### src/rtl/masked_bitwise_dom.sv
// d-th order Boolean-masked bitwise unit: NOT/XOR/MASK/REMASK in one cycle, AND/IOR via DOM in two.
// Optional feature macro MASKED_BITWISE_PRNG_EN: internal xorshift generators replace the rnd port.

module masked_bitwise_dom #(
  parameter int unsigned XLEN = 32,
  parameter int unsigned D    = 1,
  parameter int unsigned N    = D + 1,
  parameter int unsigned L    = D * (D + 1) / 2
) (
  input  logic                g_clk,
  input  logic                g_resetn,
  input  logic                valid,
  input  logic                flush,
  input  logic [2:0]          op,
  input  logic [N*XLEN-1:0]   rs1_sh,
  input  logic [N*XLEN-1:0]   rs2_sh,
  input  logic [L*XLEN-1:0]   rnd,
  input  logic                prng_update,
  output logic                ready,
  output logic [N*XLEN-1:0]   rd_sh
);

  localparam logic [2:0] OpNot    = 3'd0;
  localparam logic [2:0] OpXor    = 3'd1;
  localparam logic [2:0] OpAnd    = 3'd2;
  localparam logic [2:0] OpIor    = 3'd3;
  localparam logic [2:0] OpMask   = 3'd4;
  localparam logic [2:0] OpRemask = 3'd5;

  typedef enum logic [1:0] {StIdle, StMul, StDone} state_e;

  state_e            state_q, state_d;
  logic              ior_q, ior_d;
  logic [N*XLEN-1:0] rd_q, rd_d;
  logic [N*XLEN-1:0] rd_lin, rd_mul;
  logic [XLEN-1:0]   term_q   [N][N];
  logic [XLEN-1:0]   term_d   [N][N];
  logic [XLEN-1:0]   term_new [N][N];
  logic [XLEN-1:0]   s1 [N];
  logic [XLEN-1:0]   s2 [N];
  logic [XLEN-1:0]   a  [N];
  logic [XLEN-1:0]   b  [N];
  logic [XLEN-1:0]   r  [L];
  logic [XLEN-1:0]   acc;
  logic              is_ior;
  logic              accept;

  assign is_ior = (op == OpIor);

  // IOR runs as ~(~a & ~b): only share 0 carries the inversion.
  for (genvar i = 0; i < N; i++) begin : g_share
    assign s1[i] = rs1_sh[i*XLEN +: XLEN];
    assign s2[i] = rs2_sh[i*XLEN +: XLEN];
    if (i == 0) begin : g_inv
      assign a[i] = is_ior ? ~s1[i] : s1[i];
      assign b[i] = is_ior ? ~s2[i] : s2[i];
    end else begin : g_pass
      assign a[i] = s1[i];
      assign b[i] = s2[i];
    end
  end

  // Row i holds every term belonging to domain i; cross terms are blinded before registering.
  for (genvar i = 0; i < N; i++) begin : g_row
    for (genvar j = 0; j < N; j++) begin : g_col
      if (i == j) begin : g_inner
        assign term_new[i][j] = a[i] & b[j];
      end else begin : g_cross
        localparam int unsigned Lo = (i < j) ? i : j;
        localparam int unsigned Hi = (i < j) ? j : i;
        localparam int unsigned K  = Lo * N - (Lo * (Lo + 1)) / 2 + (Hi - Lo - 1);
        assign term_new[i][j] = (a[i] & b[j]) ^ r[K];
      end
    end
  end

`ifdef MASKED_BITWISE_PRNG_EN
  logic [31:0] prng_q [L];
  logic [31:0] prng_d [L];
  logic        unused_rnd;

  assign unused_rnd = ^rnd;

  function automatic logic [31:0] xorshift32(input logic [31:0] x);
    logic [31:0] y;
    y = x ^ (x << 13);
    y = y ^ (y >> 17);
    y = y ^ (y << 5);
    return y;
  endfunction

  always_comb begin
    for (int k = 0; k < L; k++) begin
      prng_d[k] = (prng_update || accept) ? xorshift32(prng_q[k]) : prng_q[k];
    end
  end

  always_ff @(posedge g_clk) begin
    if (!g_resetn) begin
      for (int k = 0; k < L; k++) begin
        prng_q[k] <= 32'h9E37_79B9 + 32'(k) * 32'h0100_0193;
      end
    end else begin
      for (int k = 0; k < L; k++) begin
        prng_q[k] <= prng_d[k];
      end
    end
  end

  for (genvar k = 0; k < L; k++) begin : g_rnd
    for (genvar bt = 0; bt < XLEN; bt++) begin : g_bit
      assign r[k][bt] = prng_q[k][bt % 32];
    end
  end
`else
  logic unused_prng;

  assign unused_prng = prng_update;

  for (genvar k = 0; k < L; k++) begin : g_rnd
    assign r[k] = rnd[k*XLEN +: XLEN];
  end
`endif

  always_comb begin
    acc = '0;
    for (int i = 0; i < N - 1; i++) begin
      acc = acc ^ r[i];
    end
    rd_lin = '0;
    case (op)
      OpNot: begin
        for (int i = 0; i < N; i++) begin
          rd_lin[i*XLEN +: XLEN] = s1[i];
        end
        rd_lin[XLEN-1:0] = ~s1[0];
      end
      OpXor: begin
        for (int i = 0; i < N; i++) begin
          rd_lin[i*XLEN +: XLEN] = s1[i] ^ s2[i];
        end
      end
      OpMask: begin
        for (int i = 0; i < N - 1; i++) begin
          rd_lin[i*XLEN +: XLEN] = r[i];
        end
        rd_lin[(N-1)*XLEN +: XLEN] = s1[0] ^ acc;
      end
      OpRemask: begin
        for (int i = 0; i < N - 1; i++) begin
          rd_lin[i*XLEN +: XLEN] = s1[i] ^ r[i];
        end
        rd_lin[(N-1)*XLEN +: XLEN] = s1[N-1] ^ acc;
      end
      default: rd_lin = '0;
    endcase
  end

  // Compression only touches registered terms, so shares never meet before the pipeline register.
  always_comb begin
    rd_mul = '0;
    for (int i = 0; i < N; i++) begin
      for (int j = 0; j < N; j++) begin
        rd_mul[i*XLEN +: XLEN] = rd_mul[i*XLEN +: XLEN] ^ term_q[i][j];
      end
    end
    if (ior_q) begin
      rd_mul[XLEN-1:0] = ~rd_mul[XLEN-1:0];
    end
  end

  always_comb begin
    state_d = state_q;
    rd_d    = rd_q;
    ior_d   = ior_q;
    term_d  = term_q;
    accept  = 1'b0;
    unique case (state_q)
      StIdle: begin
        if (valid) begin
          accept = 1'b1;
          if (op == OpAnd || op == OpIor) begin
            state_d = StMul;
            term_d  = term_new;
            ior_d   = is_ior;
          end else begin
            state_d = StDone;
            rd_d    = rd_lin;
          end
        end
      end
      StMul: begin
        rd_d    = rd_mul;
        state_d = StDone;
      end
      StDone:  state_d = StIdle;
      default: state_d = StIdle;
    endcase
    if (flush) begin
      state_d = StIdle;
      rd_d    = '0;
      ior_d   = 1'b0;
      accept  = 1'b0;
      for (int i = 0; i < N; i++) begin
        for (int j = 0; j < N; j++) begin
          term_d[i][j] = '0;
        end
      end
    end
  end

  always_ff @(posedge g_clk) begin
    if (!g_resetn) begin
      state_q <= StIdle;
      rd_q    <= '0;
      ior_q   <= 1'b0;
      for (int i = 0; i < N; i++) begin
        for (int j = 0; j < N; j++) begin
          term_q[i][j] <= '0;
        end
      end
    end else begin
      state_q <= state_d;
      rd_q    <= rd_d;
      ior_q   <= ior_d;
      for (int i = 0; i < N; i++) begin
        for (int j = 0; j < N; j++) begin
          term_q[i][j] <= term_d[i][j];
        end
      end
    end
  end

  assign ready = (state_q == StDone);
  assign rd_sh = rd_q;

endmodule

### config.mk
export PLATFORM = sky130hd
export DESIGN_NAME = masked_bitwise_dom
export DESIGN_NICKNAME = d
export VERILOG_FILES = /design/src/rtl/masked_bitwise_dom.sv
export SDC_FILE = /design/constraint.sdc
export NUM_CORES = 1
export LEC_CHECK = 0
export ABC_AREA = 0
export BUFFER_PORTS_ARGS = -buffer_cell sky130_fd_sc_hd__buf_2
export CORE_ASPECT_RATIO = 0.75
export CORE_MARGIN = 10
export CORE_UTILIZATION = 45
export DETAILED_ROUTE_END_ITERATION = 16
export PLACE_DENSITY = 0.67
export SYNTH_ARGS = -nofsm -noshare
export SYNTH_HDL_FRONTEND = slang
export SYNTH_SLANG_ARGS = --single-unit
### constraint.sdc
create_clock -name g_clk -period 2 [get_ports g_clk]
set_clock_uncertainty 0.1 [all_clocks]
set_input_delay 0.2 -clock g_clk [delete_from_list [all_inputs] [get_ports g_clk]]
set_output_delay 0.2 -clock g_clk [all_outputs]
set_load 0.01 [all_outputs]
== After elaboration in Yosys (flattened, before gate mapping) ==
Index checks and enable logic that the tools add are counted.
W data, S select, Z words.
Storage, ports and cells
  logic and storage cells: 49
  flip-flop bits (word level): 195
  bits of input ports: 168
  output and inout port bits: 65
Operators by class
  reduce and logical (&&, ||, !) cells: 7
  equal/unequal tests: 9
  mux-type cells: 10
  bitwise logic cells: 16
Operators with widths (count)
  $pmux W64 S4: 1
  $xor A32 B32 Y32: 8
  $and A32 B32 Y32: 4
  $mux W64: 2
  $pmux W64 S2: 1
  $mux W32: 3
  $not A32 Y32: 3
  $eq A3 B2 Y1 const B: 2
  $eq A3 B3 Y1 const B: 2
  $reduce_and A3 Y1: 2
  $mux W2: 2
  $ne A2 B2 Y1 const B: 2
  $pmux W2 S2: 1
  $eq A3 B1 Y1 const B: 1
  $logic_not A3 Y1: 1
  $eq A2 B1 Y1 const B: 1
  $eq A2 B2 Y1 const B: 1
  $logic_not A2 Y1: 1
  $reduce_bool A2 Y1: 1
  $reduce_or A2 Y1: 1
  $logic_or A1 B1 Y1: 1
  $not A1 Y1: 1

== Logic depth before layout (Yosys ltp) ==
  depth in word-level cells: 5
  depth in mapped cells: 8
  gate-level depth less buffers: 4

== Worst setup path after synthesis ==
Ideal clock, no wire load.
  path type: flip-flop to flip-flop
  from: reg state_q[0]
  to: reg rd_q[10], in the netlist rd_sh[10]
  data required time: 1766 ps
  buffers on the path: 3
  path slack: 365 ps
  arrival time: 1401 ps
  cell stages (with the launch flop): 8
  setup time: 134 ps
  clock period less this slack: 1635 ps
  path through: dfxtp_1 nor2b_1 buf_2 and2_1 buf_2 clkbuf_1 a221oi_1 o22ai_1
On the way
  cells in the longest elaborated chain, start to end: 3
  elaborated cells on any way between the ends: 7
  classes of those cells: eq/ne (3); mux (1); reduce/logical (3)
RTL lines
  from (decl): RTL line 32  | state_e state_q, state_d;
  from (signal assigned): RTL line 214  | state_q <= StIdle;
  from (signal assigned): RTL line 223  | state_q <= state_d;
  $eq A2 B1 Y1 / $logic_not A2 Y1 (equally long branches): RTL line 178  | unique case (state_q)
  $reduce_bool A2 Y1 (no source line) / $ne A2 B2 Y1 (equally long branches)
  $reduce_and A3 Y1 (no source line)
  to (signal assigned): RTL line 224  | rd_q <= rd_d;
  to (decl): RTL line 34  | logic [N*XLEN-1:0] rd_q, rd_d;
Several ways; a longest one is shown, not always the timed one.
A chain may end at the register's enable or synchronous reset.

== Worst setup path after layout ==
  from: reg state_q[1]
  to: reg rd_q[28], in the netlist rd_sh[28]
Same word-level chain as after synthesis.

==> results.yml <==
final_layout:
  fin_util_pct: 57.9
  fin_nets: 2073
  area_growth_pct: 25.5
  final_common_cell: "buf_2"
  final_cell_mix: "230 x buf_2, 195 x dfxtp_1, 167 x xnor2_1"
  drive_gt1_share_pct: 18.4
floorplanning:
  std_cell_rows: 53
  die_w_um: 217
  fp.coreArea_um2: 28200
  initial_core_util_pct: 46.1
  die_y_um: 167
  dieArea_um2: 36200
  io-pin-count: 233
timing:
  fmax_mhz: 548
  rsz0062_at_grt: "no"
  fin_crit_ps: 1830
  final.setup.tns_ps: 0
  tightest_slew_ps: 829
  period_share_pct: 91.3
  setup_viol: 0
  slew_headroom_pct: 44.6
  finalHoldViolCount: 0
  slew_violations: 0
synth:
  synth_top_area_share_pct: 29.9
  synth_cell_types: 39
  synth_mux_area_share_pct: 9.83
  synth_top_family_by_area: "compound AO/OA/AOI/OAI gates"
  synthSimpleGateAreaFrac_pct: 18.6
  syn_nets: 1844
  yosysTopAreaCell: "dfxtp_1"
  synth_compound_area_share_pct: 21.6
  seq_area_frac_synth_pct: 29.9
  synth_xor_xnor_area_share_pct: 13.4
  synth-seq-cells: 195
  yosys_warnings: 0
  synthAdderAreaFrac_pct: 0
  synth-edff-count: 0
  yosys_most_used_dff: "dfxtp_1"
  async_reset_ff_share_pct: 0
  synth_cells: 1676
  netlist_area_um2: 13000
  syn_area_per_cell_um2: 7.78
  synth_area_leaders: "dfxtp_1 30%, xnor2_1 11%, mux2i_1 9.8%"
clock_network:
  cts_buffer_depth: 2
  cts_tree: "yes"
  cts_root_buf: "clkbuf_16"
  clock_sinks: 195
  cts_inserted_buffers: 17
  clkTransAtPathRegs_ps: 80
  htreeDepth: 4
  clk_latency_ps: 450
power_and_ir_drop:
  leakagePower_nw: 5.97
  ir_worst_vdd_uv: 556
  power_density_nw_per_um2: 597
  power_mw: 9.77
routing:
  met2RoutedLength_um: 21000
  wl_met3_um: 3770
  postRouteAntennaNets: 0
  firstDrtPassIters: 6
  drt-initial-drc-count: 1185
  routed_via_density: 5.78
  wl_um: 45200
  drc: 0
  num_vias: 13349
  route.top_layer_used: "met5"
  routedLengthMet1_um: 19500
  wl_per_cell_um: 19.6
global_route:
  grt_pass1_wl_um: 70400
  grt_pass1_vias: 12877
  grt_use_total_pct: 23.6
  antenna_found_initial: 7
  grt_max_degree: 96
  grt_overflow: 0
setup_path:
  crit_required_ps: 2220
  critPathArrivalTime_ps: 2050
  endpoint_kind: "register"
  critPathLaunchType: "register"
  worstPathMaxFanout: 14
  critPathKind: "register to register"
placed_design:
  dpl.hpwl_um: 29600
  io_buffers: 231
  place.gp.congestion: 0.853
job:
  max_cap_violations: 0
worst_hold_path:
  hold_class: "input port to register"
status:
  run_status: "completed"
[critical path, cell delays in order, from the launching register on]
cell and delay (ps):
dfxtp_1 460, nand2b_2 220, buf_4 290, o21ai_4 110
buf_4 220, o21ai_0 220, a21oi_1 80
[synth_stat cells (41+ instances only)]
master and count:
mux2i_1 128, nand2b_1 67, a21oi_1 137, nand3_1 63, a31oi_1 41, clkbuf_1 137, nand2_1 130, nor2_1 96
xnor2_1 167, dfxtp_1 195, nor3_1 67, o21ai_0 137
[stage by stage]
| stage | cells | instance area, um2 | setup slack [ps] | hold slack, ps |
|---|---|---|---|---|
| after floorplan | 1676 | 13000 | 365 | 252 |
| after detailed placement | 2150 | 14600 | -24.3 | 356 |
| final | 2309 | 16400 | 174 | 25.0 |
| after global routing | 2307 | 16400 | 4.87 | 14.2 |
| after global placement | 2150 | 14600 | 85.2 | 350 |
| after CTS | 2302 | 16300 | 68.6 | 0.0309 |
[sequential cells by signal, indices dropped and copies added (netlist names)]
register  count
state_q       2
ior_q         1
rd_sh        64
term_q      128
[final cells by class]
| cell class | instances | area, um2 |
|---|---|---|
| clock buffers | 20 | 457 |
| repair buffers | 403 | 3010 |
| flip-flops and latches | 195 | 3900 |
| multi-input cells | 1288 | 8360 |
| clock inverters | 12 | 123 |
| well taps | 385 | 482 |
| fillers | 2569 | 11900 |
| diodes | 6 | 15.0 |
[final timing paths]
check | startpoint | to | slack, ps | cells after the start
worst min register to register | term_q[29] | term_q[29] | 360 | 2
worst min-delay path | rs2_sh[16] | term_q[112] | 20 | 3
worst max-delay path | state_q[1] | rd_sh[28] | 170 | 6
worst max register to register | state_q[1] | rd_sh[28] | 170 | 6
[cells by family (layout without fill, tap and decap cells)]
group / after synthesis / after routing
flops: 195 / 195
compound gates: 459 / 459
other cells: 0 / 6
simple gates: 501 / 502
mux: 128 / 128
xor+xnor: 199 / 199
buf+inv: 194 / 435
[report_power, final]
group          internal (mW)  total, mW  switching (mW)
clock network           1.81       3.48            1.67
registers               3.98       4.05          0.0665
logic                   1.01       2.24            1.23
total                   6.80       9.77            2.97
[per-layer routing]
layer	vias up	global-route usage, %
met4	4	7.40
met5	-	0
li1	6422	-
met2	547	38.8
met3	73	5.02
met1	6303	30.4
[timing repair]
item                                    in CTS  in global routing
hold buffers                               117                  0
buffers inserted                             3                  0
endpoints found under the setup margin       2                 24
cloned                                       0                  1
endpoints found under the hold margin       62                  0
gates resized for setup                      1                  4
pin swaps                                    1                  0
Power figures use the tool's default switching activity.
